[config.mk]
export PLATFORM = sky130hd
export DESIGN_NAME = vending_machine_param
export DESIGN_NICKNAME = d
export VERILOG_FILES = /design/src/rtl/vending_machine_param.sv
export SDC_FILE = /design/constraint.sdc
export NUM_CORES = 1
export LEC_CHECK = 0
export BUFFER_PORTS_ARGS = -buffer_cell sky130_fd_sc_hd__buf_4
export CAP_MARGIN = 20
export CORE_UTILIZATION = 25
export CTS_BUF_LIST = sky130_fd_sc_hd__clkbuf_8 sky130_fd_sc_hd__clkbuf_16
export DETAILED_ROUTE_END_ITERATION = 12
export PLACE_DENSITY = 0.47
export SYNTH_ARGS = -nofsm -noshare
export SYNTH_HDL_FRONTEND = slang
export SYNTH_SLANG_ARGS = --single-unit
[constraint.sdc]
create_clock -name clk -period 2.35 [get_ports clk]
set_input_delay 0 -clock clk [delete_from_list [all_inputs] [get_ports clk]]
set_output_delay 0 -clock clk [all_outputs]
set_load 0.02 [all_outputs]
[src/rtl/vending_machine_param.sv]
// ---------------------------------------------------------------------------
// vending_machine_param
//   Vending controller placed between a coin acceptor and a dispenser.
//   Three selectable items with parameterised prices. Accepts nickel, dime and
//   quarter pulses, and tracks credit in 5c units. Coins that would overflow
//   MAX_CREDIT are returned. Change and refunds go out one coin per cycle,
//   10c first, then 5c.
//
// Ports
//   clk          in   rising-edge system clock
//   rst          in   synchronous active-low reset
//   nickel       in   5c coin pulse
//   dime         in   10c coin pulse
//   quarter      in   25c coin pulse
//   cancel       in   abort the transaction and refund the credit
//   item_select  in   00 none, 01/10/11 selects item 1/2/3
//   vend         out  1-cycle dispense pulse
//   vend_item    out  dispensed item code, valid while vend=1, else 00
//   change_5C    out  eject one 5c coin this cycle
//   change_10C   out  eject one 10c coin this cycle
//   coin_reject  out  1-cycle pulse: inserted coin(s) returned unaccepted
//   busy         out  high whenever the machine is not idle
//   credit       out  current accepted credit, 5c units
// ---------------------------------------------------------------------------
module vending_machine_param #(
  parameter int CREDIT_W   = 4,
  parameter int MAX_CREDIT = 10,
  parameter int PRICE_1    = 3,
  parameter int PRICE_2    = 4,
  parameter int PRICE_3    = 5
) (
  input  logic                clk,
  input  logic                rst,
  input  logic                nickel,
  input  logic                dime,
  input  logic                quarter,
  input  logic                cancel,
  input  logic [1:0]          item_select,
  output logic                vend,
  output logic [1:0]          vend_item,
  output logic                change_5C,
  output logic                change_10C,
  output logic                coin_reject,
  output logic                busy,
  output logic [CREDIT_W-1:0] credit
);

  typedef enum logic [1:0] {S_IDLE, S_COLLECT, S_CHANGE} state_e;

  // One spare bit so that credit + coin can never wrap before the compare.
  localparam int SUM_W = CREDIT_W + 1;
  localparam logic [SUM_W-1:0] MAX_S = SUM_W'(MAX_CREDIT);

  state_e              state_q, state_d;
  logic [CREDIT_W-1:0] credit_q, credit_d;
  logic [CREDIT_W-1:0] change_due_q, change_due_d;
  logic [1:0]          item_q, item_d;
  logic                vend_q, vend_d;
  logic [1:0]          vend_item_q, vend_item_d;
  logic                coin_reject_q, coin_reject_d;

  logic [1:0]       coin_cnt;
  logic             any_coin;
  logic [SUM_W-1:0] coin_val;
  logic [SUM_W-1:0] price;
  logic [SUM_W-1:0] sum;
  logic [SUM_W-1:0] excess;

  always_comb begin
    coin_cnt = {1'b0, nickel} + {1'b0, dime} + {1'b0, quarter};
    any_coin = nickel | dime | quarter;

    // Only consulted when exactly one coin line is high.
    coin_val = '0;
    if (nickel)  coin_val = SUM_W'(1);
    if (dime)    coin_val = SUM_W'(2);
    if (quarter) coin_val = SUM_W'(5);

    case (item_q)
      2'b01:   price = SUM_W'(PRICE_1);
      2'b10:   price = SUM_W'(PRICE_2);
      2'b11:   price = SUM_W'(PRICE_3);
      default: price = '0;
    endcase

    sum    = {1'b0, credit_q} + coin_val;
    excess = sum - price;
  end

  always_comb begin
    // NOTE: every signal written here gets a default first, so no path can
    // leave it unassigned and infer a latch.
    state_d       = state_q;
    credit_d      = credit_q;
    change_due_d  = change_due_q;
    item_d        = item_q;
    vend_d        = 1'b0;
    vend_item_d   = 2'b00;
    coin_reject_d = 1'b0;

    case (state_q)
      S_IDLE: begin
        coin_reject_d = any_coin;
        if (item_select != 2'b00) begin
          item_d  = item_select;
          state_d = S_COLLECT;
        end
      end

      S_COLLECT: begin
        if (cancel) begin
          // A coin arriving together with cancel is never credited.
          coin_reject_d = any_coin;
          change_due_d  = credit_q;
          credit_d      = '0;
          item_d        = 2'b00;
          state_d       = (credit_q != '0) ? S_CHANGE : S_IDLE;
        end else if (coin_cnt > 2'd1) begin
          coin_reject_d = 1'b1;
        end else if (coin_cnt == 2'd1) begin
          if (sum > MAX_S) begin
            coin_reject_d = 1'b1;
          end else if (sum >= price) begin
            vend_d       = 1'b1;
            vend_item_d  = item_q;
            change_due_d = excess[CREDIT_W-1:0];
            credit_d     = '0;
            item_d       = 2'b00;
            state_d      = (excess != '0) ? S_CHANGE : S_IDLE;
          end else begin
            credit_d = sum[CREDIT_W-1:0];
          end
        end
      end

      S_CHANGE: begin
        coin_reject_d = any_coin;
        if (change_due_q >= CREDIT_W'(2)) change_due_d = change_due_q - CREDIT_W'(2);
        else                              change_due_d = '0;
        if (change_due_d == '0) state_d = S_IDLE;
      end

      default: state_d = S_IDLE;
    endcase
  end

  // NOTE: sequential state uses non-blocking assignments so every flop
  // samples pre-edge values regardless of statement order.
  always_ff @(posedge clk) begin
    if (!rst) begin
      state_q       <= S_IDLE;
      credit_q      <= '0;
      change_due_q  <= '0;
      item_q        <= 2'b00;
      vend_q        <= 1'b0;
      vend_item_q   <= 2'b00;
      coin_reject_q <= 1'b0;
    end else begin
      state_q       <= state_d;
      credit_q      <= credit_d;
      change_due_q  <= change_due_d;
      item_q        <= item_d;
      vend_q        <= vend_d;
      vend_item_q   <= vend_item_d;
      coin_reject_q <= coin_reject_d;
    end
  end

  // Change coins are a Moore decode of the amount still owed, so the first
  // coin appears in the same cycle as the vend pulse.
  assign change_10C  = (state_q == S_CHANGE) && (change_due_q >= CREDIT_W'(2));
  assign change_5C   = (state_q == S_CHANGE) && (change_due_q == CREDIT_W'(1));
  assign vend        = vend_q;
  assign vend_item   = vend_item_q;
  assign coin_reject = coin_reject_q;
  assign busy        = (state_q != S_IDLE);
  assign credit      = credit_q;

endmodule
Word-level counts from Yosys, hierarchy flattened
Index checks and enable logic that the tools add are counted.
{ "totals": {"latchBits": 0, "reg_bits": 16, "romBits": 0, "mem_bits_rw": 0, "mem_count": 0} }
{ "classes": {"shifts": 0, "n_div": 0, "order_cmp": 4, "addsub": 5, "mux": 40, "bitwise_logic": 6, "n_reduce_logical": 18, "n_eq_ne": 15, "mul": 0} }
{ "op_table": {"columns": ["op", "count"], "rows": [
  ["4-bit two-way mux", 12],
  ["2-bit two-way mux", 15],
  ["3-bit inequality test, second input constant", 4],
  ["6-bit AND reduction", 2],
  ["5-bit two-way mux", 2],
  ["2-bit nonzero test", 5],
  ["3-bit one-hot mux with 3 select lines", 1],
  ["2-bit inequality test, second input constant", 4],
  ["4-bit one-hot mux with 2 select lines", 1],
  ["7-bit OR reduction", 1],
  ["2-bit by 1-bit equality test with 1-bit output, second input constant", 3],
  ["2-bit equality test, second input constant", 3],
  ["1-bit two-way mux", 6],
  ["2-bit one-hot mux with 3 select lines", 1],
  ["6-bit OR reduction", 1],
  ["4-bit by 5-bit adder with 5-bit output", 1],
  ["5-bit greater-or-equal comparator", 1],
  ["5-bit by 4-bit greater-than comparator with 1-bit output, second input constant", 1],
  ["5-bit AND reduction", 1],
  ["5-bit nonzero test", 1],
  ["5-bit subtractor", 1],
  ["4-bit by 1-bit equality test with 1-bit output, second input constant", 1],
  ["4-bit by 2-bit greater-or-equal comparator with 1-bit output, second input constant", 1],
  ["4-bit zero test", 1],
  ["13 further kinds", 18]
]} }

Depth between registers and ports, before layout
Gate-level depths: netlist (run 1).
{ "depth": {"depth_word": 13, "ltp_mapped": 12} }

Worst setup path before layout (run 1)
No wires, ideal clock.
{ "synth_timing": {"path_type": "reg-to-reg", "from": "register credit_q[0] (netlist: credit[0])", "to": "register change_due_q[2]", "required_time_ns": 2.231, "arrival_ns": 2.588, "setup_time_ns": 0.119, "path_buffers": 0, "stages_incl_launch_ff": 11, "synth_period_minus_slack_ns": 2.707, "path_slack_ns": -0.357, "path_cell_list": "dfxtp_1 > ha_1 > fa_1 > xor2_1 > ha_1 > a21oi_1 > nand3_1 > o21bai_2 > a21oi_4 > nor2_2 > o221a_1"} }
{ "synth_between": {"elab_chain_cells": 8, "elab_cells_between_ends": 13, "classes_between": "add/sub: 2; order compare: 2; eq/ne: 2; mux: 6; reduce/logical: 1"} }
{ "synth_rtl": {"columns": ["item", "line_no", "source"], "rows": [
  ["start: declaration", "55", "logic [CREDIT_W-1:0] credit_q, credit_d;"],
  ["start signal: assignment", "160", "credit_q <= credit_d;"],
  ["4-bit by 5-bit adder with 5-bit output *", "86", "sum = {1'b0, credit_q} + coin_val;"],
  ["5-bit subtractor", "87", "excess = sum - price;"],
  ["4-bit two-way mux", "123", "end else if (sum >= price) begin"],
  ["4-bit two-way mux", "121", "if (sum > MAX_S) begin"],
  ["4-bit two-way mux", "120", "end else if (coin_cnt == 2'd1) begin"],
  ["4-bit two-way mux", "118", "end else if (coin_cnt > 2'd1) begin"],
  ["4-bit two-way mux", "111", "if (cancel) begin"],
  ["4-bit one-hot mux with 2 select lines", "101", "case (state_q)"],
  ["end signal: assignment", "161", "change_due_q <= change_due_d;"],
  ["end: declaration", "56", "logic [CREDIT_W-1:0] change_due_q, change_due_d;"]
]} }
Mark *: on every way between the ends. The rest lies on a longest branch, timed or not. The select of a mux whose other input is x is not followed.
A chain may end at the register's enable or synchronous reset.

Worst setup path in the final report (run 1)
Same ends and word-level chain as after synthesis.

==> results.py, run 1 <==
metrics = {
    "power": {
        "p_seq_frac": 0.331,
        "p_leak_nw": 0.748,
        "clkPwrFrac": 0.284,
        "peakVddDrop_uv": 316,
        "net-switching-power_uw": 309,
        "powerDensity_mw_per_mm2": 502,
        "p_int_uw": 595,
        "power_frac_comb": 0.385,
        "swShare": 0.342,
    },
    "sta": {
        "slew_viol_final": 0,
        "finalSetupViolCount": 13,
        "rsz0062_at_grt": "yes",
        "fin_ws_ns": -0.186,
        "tightest_slew_ns": 0.466,
        "period_minus_slack_ns": 2.54,
        "post-route-period-util": 1.08,
        "slew_headroom": 0.685,
        "max_freq_mhz": 394,
        "finClkSkew_ns": 0.00463,
        "hold_violations": 0,
    },
    "global_route": {
        "grt_usage": 0.155,
        "grt.overflow.total": 0,
        "grt_use_met2": 0.272,
        "grt_use_met3": 0.0389,
        "top_usage_layer": "met2",
        "grt_pass1_wl_mm": 6.27,
        "first_global_vias": 1320,
        "grt_antenna_before_repair": 0,
        "grt_max_degree": 23,
        "met1_usage": 0.188,
    },
    "floorplanning": {
        "die_area_mm2": 0.00525,
        "fp.dieH_um": 72.5,
        "rows": 25,
        "core_mm2": 0.00475,
        "die_w_um": 72.5,
        "initial_core_util": 0.261,
        "boundaryPins": 19,
    },
    "hold_path": {
        "hold_depth": 3,
        "hold_path_class": "input pin to flip-flop",
        "min_from": "item_select[0]",
    },
    "logic_synthesis": {
        "syn_nets": 174,
        "syn_avg_cell_area_um2": 7.96,
        "synth-main-ff-cell": "dfxtp_1",
        "yosysUniqueCellTypes": 47,
        "yosys_warnings": 0,
        "ys_ff_latch": 16,
        "seq_area_frac_synth": 0.258,
        "synth-compound-area-share": 0.259,
        "yosys.area_share.adder": 0.119,
        "synth_top_family_by_area": "simple AND/OR/NAND/NOR gates",
        "synth_edf_count": 0,
        "synth-simple-area-share": 0.264,
        "synthArstFlopShare": 0,
        "synthCells": 156,
        "synth-xor-area-share": 0.0353,
        "synthMuxAreaShare": 0.0161,
        "syn_area_mm2": 0.00124,
    },
    "setup_path": {
        "cp-end-kind": "flip-flop",
        "r2r_slack_ns": -0.19,
        "cp.depth": 10,
        "r2r_cells": 10,
        "cp_top_family": "compound AO/OA/AOI/OAI gates",
        "crit_path_start": "credit[0]",
        "worstPathArrival_ns": 2.68,
        "r2r_start": "credit[0]",
        "crit_path_cell_trace": "ha_4 > fa_2 > xor2_4 > ha_4 > a21oi_4 > nand3_1 > o21bai_4 > a21oi_4 > nor2_4 > o221a_1",
        "criticalPathCategory": "flip-flop to flip-flop",
        "critPathMaxStageDelay_ns": 0.41,
        "slowest_stage": "fa_2",
        "critical_path.max_fanout": 5,
        "cp-start-kind": "flip-flop",
        "crit_required_ns": 2.50,
        "cp.buffers_inverters": 0,
    },
    "clock_tree": {
        "numCtsBuffers": 3,
        "clockBufferDepth": 2,
        "path_clk_slew_ns": 0.07,
        "cts_tree": "done",
        "h-tree-depth": 1,
        "clock_tree.root_cell": "clkbuf_8",
        "numClockSinks": 16,
        "cts_hold_buf": 0,
        "insertion_delay_ns": 0.25,
    },
    "run_status": {
        "violations": "setup timing",
        "status": "finished with violations",
    },
    "detailed_routing": {
        "drt-initial-drc-count": 56,
        "antenna_left": 0,
        "post-route-drc-count": 0,
        "wl_per_cell_um": 14.6,
        "vias": 1311,
        "wl_mm": 3.82,
        "drt_pass1_iterations": 4,
        "vias_per_cell": 5.00,
    },
    "placement": {
        "place_ws_ns": -0.261,
        "place_area_mm2": 0.00161,
        "gp_congestion": 0.863,
        "place_hpwl_mm": 2.92,
        "placement.io_buffers": 18,
    },
    "finish": {
        "final_common_cell": "buf_4",
        "syn2layout_area_growth_pct": 45.0,
        "final_core_util": 0.378,
        "diodes": 0,
        "layout.nets": 214,
        "drive_gt1_frac": 0.364,
        "final_cell_mix": "buf_4 (36), nand3_1 (15), dfxtp_1 (15)",
        "fin_area_mm2": 0.00180,
    },
    "flow_run": {
        "maxCapViolations": 0,
    },
}
## metal layers
| metal | vias to the layer above | routed length (um) |
|---|---|---|
| met4 | 0 | 53 |
| met1 | 630 | 1650 |
| met5 | - | 0 |
| li1 | 655 | - |
| met3 | 6 | 143 |
| met2 | 20 | 1970 |
## synthesized netlist by cell type (2+ instances only)
cell      instances  area [um2]
mux2i_1           2        20.0
inv_1            11        41.3
nor2_1           12        45.0
nand3b_1          3        22.5
o21ai_0           4        20.0
dfxtp_1          16         320
a21oi_1           9        45.0
ha_1              7        87.6
and3_1            3        18.8
nand2_1          17        63.8
nand3_1          15        75.1
nor3_1            6        30.0
clkbuf_1          4        15.0
xor2_1            2        17.5
o211ai_1          3        22.5
fa_1              3        60.1
o221a_1           2        22.5
xnor2_1           3        26.3
a21o_1            2        15.0
o22ai_1           3        18.8
o41ai_1           3        26.3
## flip-flops by register name (all words and copies together), names as in the netlist
register / flops
vend_item: 2
item_q: 2
coin_reject: 1
state_q: 2
vend: 1
credit: 4
change_due_q: 4
## power by group through the flow
stage	logic, mW	registers [mW]	clock network, mW
finish	0.348	0.299	0.256
detailed placement	0.290	0.306	0
global placement	0.285	0.305	0
floorplan	0.189	0.305	0
CTS	0.321	0.299	0.265
global route	0.377	0.301	0.274
## kinds of logic after synthesis
kind of cell / Yosys count
DFF: 16
AOI/OAI and AO/OA: 41
muxes: 2
adders and majority gates: 10
xor gates and xnor gates: 5
and+or+nand+nor: 66
buffers and inverters: 16
## cell type report
class | count | area [um2]
fill | 507 | 2960
multi-input combinational | 124 | 987
sequential | 16 | 324
timing repair buffer | 39 | 304
tap | 67 | 83.8
clock buffer | 4 | 55.1
inverter | 12 | 45.0
## final timing paths
check / end
max: change_due_q[2]
min: item_q[0]
max reg2reg: change_due_q[2]
min reg2reg: change_due_q[0]
## stage by stage
step / power (mW) / hold WS [ns] / setup TNS (ns) / instances
2_1_floorplan: 0.494 / 0.144 / -0.310 / 156
3_3_place_gp: 0.590 / 0.307 / -2.12 / 253
3_5_place_dp: 0.595 / 0.317 / -2.17 / 253
4_1_cts: 0.885 / 0.0406 / -1.03 / 260
5_1_grt: 0.952 / 0.0410 / -2.63 / 262
6_report: 0.904 / 0.0438 / -1.35 / 262
## worst reg2reg max path, cell delays in order, from the launching register on
cell and delay (ns):
dfxtp_4 0.36, ha_4 0.16, fa_2 0.41, xor2_4 0.20, ha_4 0.25, a21oi_4 0.17
nand3_1 0.09, o21bai_4 0.22, a21oi_4 0.26, nor2_4 0.09, o221a_1 0.23
## repair_timing
action | CTS | global route
gates resized for setup | 11 | 11
setup endpoints to repair | 15 | 15
pin swaps | 10 | 13
setup buffers | 3 | 3
(Power assumes the default switching activity.)
==> inputs of run 2 (changes only) <==
--- a/config.mk
+++ b/config.mk
@@ -11,6 +11,7 @@
 export CTS_BUF_LIST = sky130_fd_sc_hd__clkbuf_8 sky130_fd_sc_hd__clkbuf_16
 export DETAILED_ROUTE_END_ITERATION = 12
 export PLACE_DENSITY = 0.47
+export SETUP_SLACK_MARGIN = 0.15
 export SYNTH_ARGS = -nofsm -noshare
 export SYNTH_HDL_FRONTEND = slang
 export SYNTH_SLANG_ARGS = --single-unit
==> results.py, run 2 (synthesized netlist as in run 1, its figures left out) <==
metrics = {
    "run_status": {
        "status": "finished with violations",
        "violations": "setup timing",
    },
    "sta": {
        "finalSetupViolCount": 13,
        "hold_violations": 0,
        "rsz0062_at_grt": "yes",
        "finClkSkew_ns": 0.00495,
        "post-route-period-util": 1.07,
        "hold_ws_ns": 0.0564,
        "fin_ws_ns": -0.166,
        "slew_viol_final": 0,
        "max_freq_mhz": 397,
        "tightest_slew_ns": 0.503,
        "period_minus_slack_ns": 2.52,
        "slew_headroom": 0.660,
    },
    "clock_tree": {
        "h-tree-depth": 1,
        "numClockSinks": 16,
        "cts_hold_buf": 0,
        "clockBufferDepth": 2,
        "path_clk_slew_ns": 0.07,
        "cts_tree": "done",
        "clock_tree.root_cell": "clkbuf_8",
        "numCtsBuffers": 3,
        "insertion_delay_ns": 0.26,
    },
    "setup_path": {
        "cp-end-kind": "flip-flop",
        "crit_required_ns": 2.50,
        "criticalPathCategory": "flip-flop to flip-flop",
        "worstPathArrival_ns": 2.67,
        "cp-start-kind": "flip-flop",
        "critical_path.max_fanout": 5,
    },
    "finish": {
        "final_cell_mix": "buf_4 (41), nand2_1 (15), dfxtp_1 (14)",
        "layout.nets": 221,
        "diodes": 0,
        "syn2layout_area_growth_pct": 55.7,
        "stdcell_count": 269,
        "fin_area_mm2": 0.00193,
        "final_common_cell": "buf_4",
        "drive_gt1_frac": 0.426,
        "final_core_util": 0.407,
        "fill_cells": 523,
    },
    "floorplanning": {
        "die_area_mm2": 0.00525,
        "rows": 25,
        "boundaryPins": 19,
        "core_mm2": 0.00475,
        "fp.dieH_um": 72.5,
        "die_w_um": 72.5,
        "initial_core_util": 0.261,
    },
    "placement": {
        "placement.io_buffers": 18,
        "dp_cells": 255,
        "place_area_mm2": 0.00165,
        "place_hpwl_mm": 2.83,
        "gp_congestion": 0.811,
    },
    "detailed_routing": {
        "drt_pass1_iterations": 4,
        "vias_per_cell": 5.00,
        "wl_per_cell_um": 14.1,
        "vias": 1346,
        "antenna_left": 0,
        "drt-initial-drc-count": 44,
        "wl_mm": 3.79,
        "post-route-drc-count": 0,
    },
    "power": {
        "total_power_uw": 927,
        "powerDensity_mw_per_mm2": 479,
        "p_leak_nw": 0.796,
        "peakVddDrop_uv": 231,
    },
    "global_route": {
        "grt.overflow.total": 0,
        "first_global_vias": 1399,
        "grt_usage": 0.156,
        "grt_pass1_wl_mm": 6.28,
        "grt_antenna_before_repair": 0,
        "grt_max_degree": 23,
    },
    "flow_run": {
        "maxCapViolations": 0,
    },
    "hold_path": {
        "hold_path_class": "input pin to flip-flop",
    },
}
run 2: cell count changes in the layout (fill, tap and decap cells not counted), moves of 2 or more:
cell | before | now
buf_4 | 36 | 41
a21oi_2 | 1 | 3
nand3_2 | 0 | 3
a21oi_1 | 7 | 5
nand3_1 | 15 | 12
run 2: per-stage QoR:
step	TNS (ns)	setup slack (ns)
after floorplan	-0.307	-0.119
after detailed placement	-1.53	-0.220
after global placement	-1.43	-0.203
final	-0.947	-0.166
after CTS	-0.833	-0.162
after global routing	-2.10	-0.234
run 2: critical path, cell delays in order (launching register included):
cell and delay (ns):
dfxtp_4 0.35, ha_4 0.16, fa_2 0.59, buf_6 0.13, nand2_2 0.04, a32o_2 0.28, o311a_4 0.35, a21oi_4 0.21
nor2_4 0.08, o221a_1 0.23
run 2: report_power, final:
group | leakage, nW | internal [mW] | switching (mW) | total, mW
combinational | 0.636 | 0.174 | 0.194 | 0.368
clock | 0.0288 | 0.149 | 0.111 | 0.260
sequential | 0.132 | 0.285 | 0.0144 | 0.299
total | 0.796 | 0.607 | 0.320 | 0.927
run 2: timing repair:
action	in CTS	in global routing
pin swaps	18	17
buffers inserted	8	2
setup endpoints to repair	16	16
resized for setup	19	11
run 2: final cells by class:
cell class              count  area [um2]  area share
clock buffers               4        55.1      0.0285
inverters                  12        45.0      0.0233
multi-input cells         124        1050       0.544
flip-flops and latches     16         325       0.168
well taps                  67        83.8      0.0434
repair buffers             46         373       0.193
run 2: path summary, 6_finish.rpt:
kind                                      from         endpoint  slack [ns]  cells after the start
worst max register to register       credit[0]  change_due_q[2]       -0.17                      9
worst min register to register       item_q[1]        item_q[1]        0.51                      2
worst min-delay path            item_select[0]        item_q[0]        0.06                      3
worst max-delay path                 credit[0]  change_due_q[2]       -0.17                      9
run 2: metal layers:
| metal | vias up | share of wire | GRT usage |
|---|---|---|---|
| met2 | 30 | 0.51 | 0.286 |
| met5 | - | 0 | 0 |
| met4 | 0 | 0.021 | 0.0697 |
| met3 | 10 | 0.031 | 0.0222 |
| li1 | 667 | - | - |
| met1 | 639 | 0.44 | 0.179 |
==> inputs of run 3 (changes only) <==
--- a/config.mk
+++ b/config.mk
@@ -11,7 +11,7 @@
 export CTS_BUF_LIST = sky130_fd_sc_hd__clkbuf_8 sky130_fd_sc_hd__clkbuf_16
 export DETAILED_ROUTE_END_ITERATION = 12
 export PLACE_DENSITY = 0.47
-export SETUP_SLACK_MARGIN = 0.15
+export SETUP_SLACK_MARGIN = 0.05
 export SYNTH_ARGS = -nofsm -noshare
 export SYNTH_HDL_FRONTEND = slang
 export SYNTH_SLANG_ARGS = --single-unit
==> results.py, run 3 (synthesized netlist as in run 1, its figures left out) <==
metrics = {
    "run_status": {
        "status": "finished with violations",
        "violations": "setup timing",
    },
    "global_route": {
        "first_global_vias": 1311,
        "grt_max_degree": 23,
        "grt.overflow.total": 0,
        "grt_pass1_wl_mm": 6.19,
        "grt_antenna_before_repair": 0,
        "grt_usage": 0.154,
    },
    "flow_run": {
        "maxCapViolations": 0,
    },
    "finish": {
        "layout.nets": 221,
        "diodes": 0,
        "fill_cells": 486,
        "stdcell_count": 269,
        "drive_gt1_frac": 0.421,
        "fin_area_mm2": 0.00193,
        "final_core_util": 0.406,
        "final_common_cell": "buf_4",
        "final_cell_mix": "buf_4 (42), nand2_1 (15), dfxtp_1 (15)",
        "syn2layout_area_growth_pct": 55.5,
    },
    "floorplanning": {
        "die_w_um": 72.5,
        "rows": 25,
        "core_mm2": 0.00475,
        "boundaryPins": 19,
        "die_area_mm2": 0.00525,
        "fp.dieH_um": 72.5,
        "initial_core_util": 0.261,
    },
    "sta": {
        "hold_violations": 0,
        "finClkSkew_ns": 0.00147,
        "period_minus_slack_ns": 2.51,
        "max_freq_mhz": 398,
        "tightest_slew_ns": 0.542,
        "fin_ws_ns": -0.163,
        "slew_viol_final": 0,
        "post-route-period-util": 1.07,
        "finalSetupViolCount": 12,
        "setup-tns-final_ns": -0.977,
        "slew_headroom": 0.634,
        "rsz0062_at_grt": "yes",
    },
    "setup_path": {
        "criticalPathCategory": "flip-flop to flip-flop",
        "crit_path_start": "credit[0]",
        "critical_path.max_fanout": 5,
        "crit_required_ns": 2.50,
        "cp-end-kind": "flip-flop",
        "cp_top_family": "adder cells",
        "cp-start-kind": "flip-flop",
        "crit_path_cell_trace": "ha_4 > fa_2 > xor2_4 > ha_4 > nand3b_1 > nand3_1 > o21bai_4 > nand2_4 > o221a_1 > o221a_1",
        "worstPathArrival_ns": 2.66,
        "cp.buffers_inverters": 0,
        "critPathMaxStageDelay_ns": 0.41,
        "r2r_start": "credit[0]",
        "slowest_stage": "fa_2",
        "r2r_slack_ns": -0.16,
    },
    "placement": {
        "gp_congestion": 0.920,
        "place_area_mm2": 0.00160,
        "dp_cells": 252,
        "placement.io_buffers": 18,
        "place_hpwl_mm": 2.64,
    },
    "detailed_routing": {
        "drt-initial-drc-count": 40,
        "wl_per_cell_um": 13.5,
        "post-route-drc-count": 0,
        "vias_per_cell": 4.94,
        "antenna_left": 0,
        "drt_pass1_iterations": 4,
        "vias": 1328,
        "wl_mm": 3.64,
    },
    "hold_path": {
        "min_from": "item_select[1]",
        "hold_path_class": "input pin to flip-flop",
    },
    "clock_tree": {
        "numCtsBuffers": 3,
        "clockBufferDepth": 2,
        "cts_tree": "done",
        "h-tree-depth": 1,
        "clock_tree.root_cell": "clkbuf_8",
        "path_clk_slew_ns": 0.07,
        "insertion_delay_ns": 0.25,
        "numClockSinks": 16,
    },
    "power": {
        "total_power_uw": 920,
        "peakVddDrop_uv": 200,
        "powerDensity_mw_per_mm2": 476,
        "p_leak_nw": 0.801,
    },
}
run 3: power breakdown:
part	internal, mW	switching, mW	total (mW)
Combinational	0.170	0.196	0.366
Sequential	0.285	0.0141	0.299
Clock	0.149	0.106	0.255
Total	0.604	0.316	0.920
run 3: worst paths after layout:
path	end	cells after the start
worst max register to register	change_due_q[2]	10
worst min-delay path	item_q[1]	3
worst max-delay path	change_due_q[2]	10
worst min register to register	item_q[1]	2
run 3: per-stage QoR:
| step | worst slack (ns) | hold slack [ns] |
|---|---|---|
| final | -0.163 | 0.0492 |
| after floorplan | -0.120 | 0.144 |
| after global routing | -0.271 | 0.0468 |
| after detailed placement | -0.190 | 0.314 |
| after global placement | -0.187 | 0.305 |
| after CTS | -0.189 | 0.0367 |
run 3: worst reg2reg max path: stages (launching register included):
cell	delay (ns)
dfxtp_4	0.36
ha_4	0.16
fa_2	0.41
xor2_4	0.19
ha_4	0.31
nand3b_1	0.13
nand3_1	0.11
o21bai_4	0.16
nand2_4	0.07
o221a_1	0.25
o221a_1	0.24
run 3: routing by layer:
layer / GRT usage / vias to the layer above / wire (um)
met3: 0.0375 / 6 / 104
li1: - / 663 / -
met4: 0.0654 / 0 / 53
met2: 0.261 / 18 / 1830
met5: 0 / - / 0
met1: 0.186 / 641 / 1650
run 3: repair_timing:
item / in CTS / in global routing
hold buffers: 0 / 0
buffers inserted: 11 / 3
pin swaps: 12 / 19
endpoints found under the setup margin: 15 / 16
gates resized for setup: 17 / 18
run 3: final cells by class:
cell class | count | area [um2] | area share
clock buffer | 4 | 55.1 | 0.0285
inverter | 12 | 45.0 | 0.0233
multi-input combinational | 124 | 1060 | 0.550
sequential | 16 | 324 | 0.168
tap | 67 | 83.8 | 0.0434
timing repair buffer | 46 | 360 | 0.187
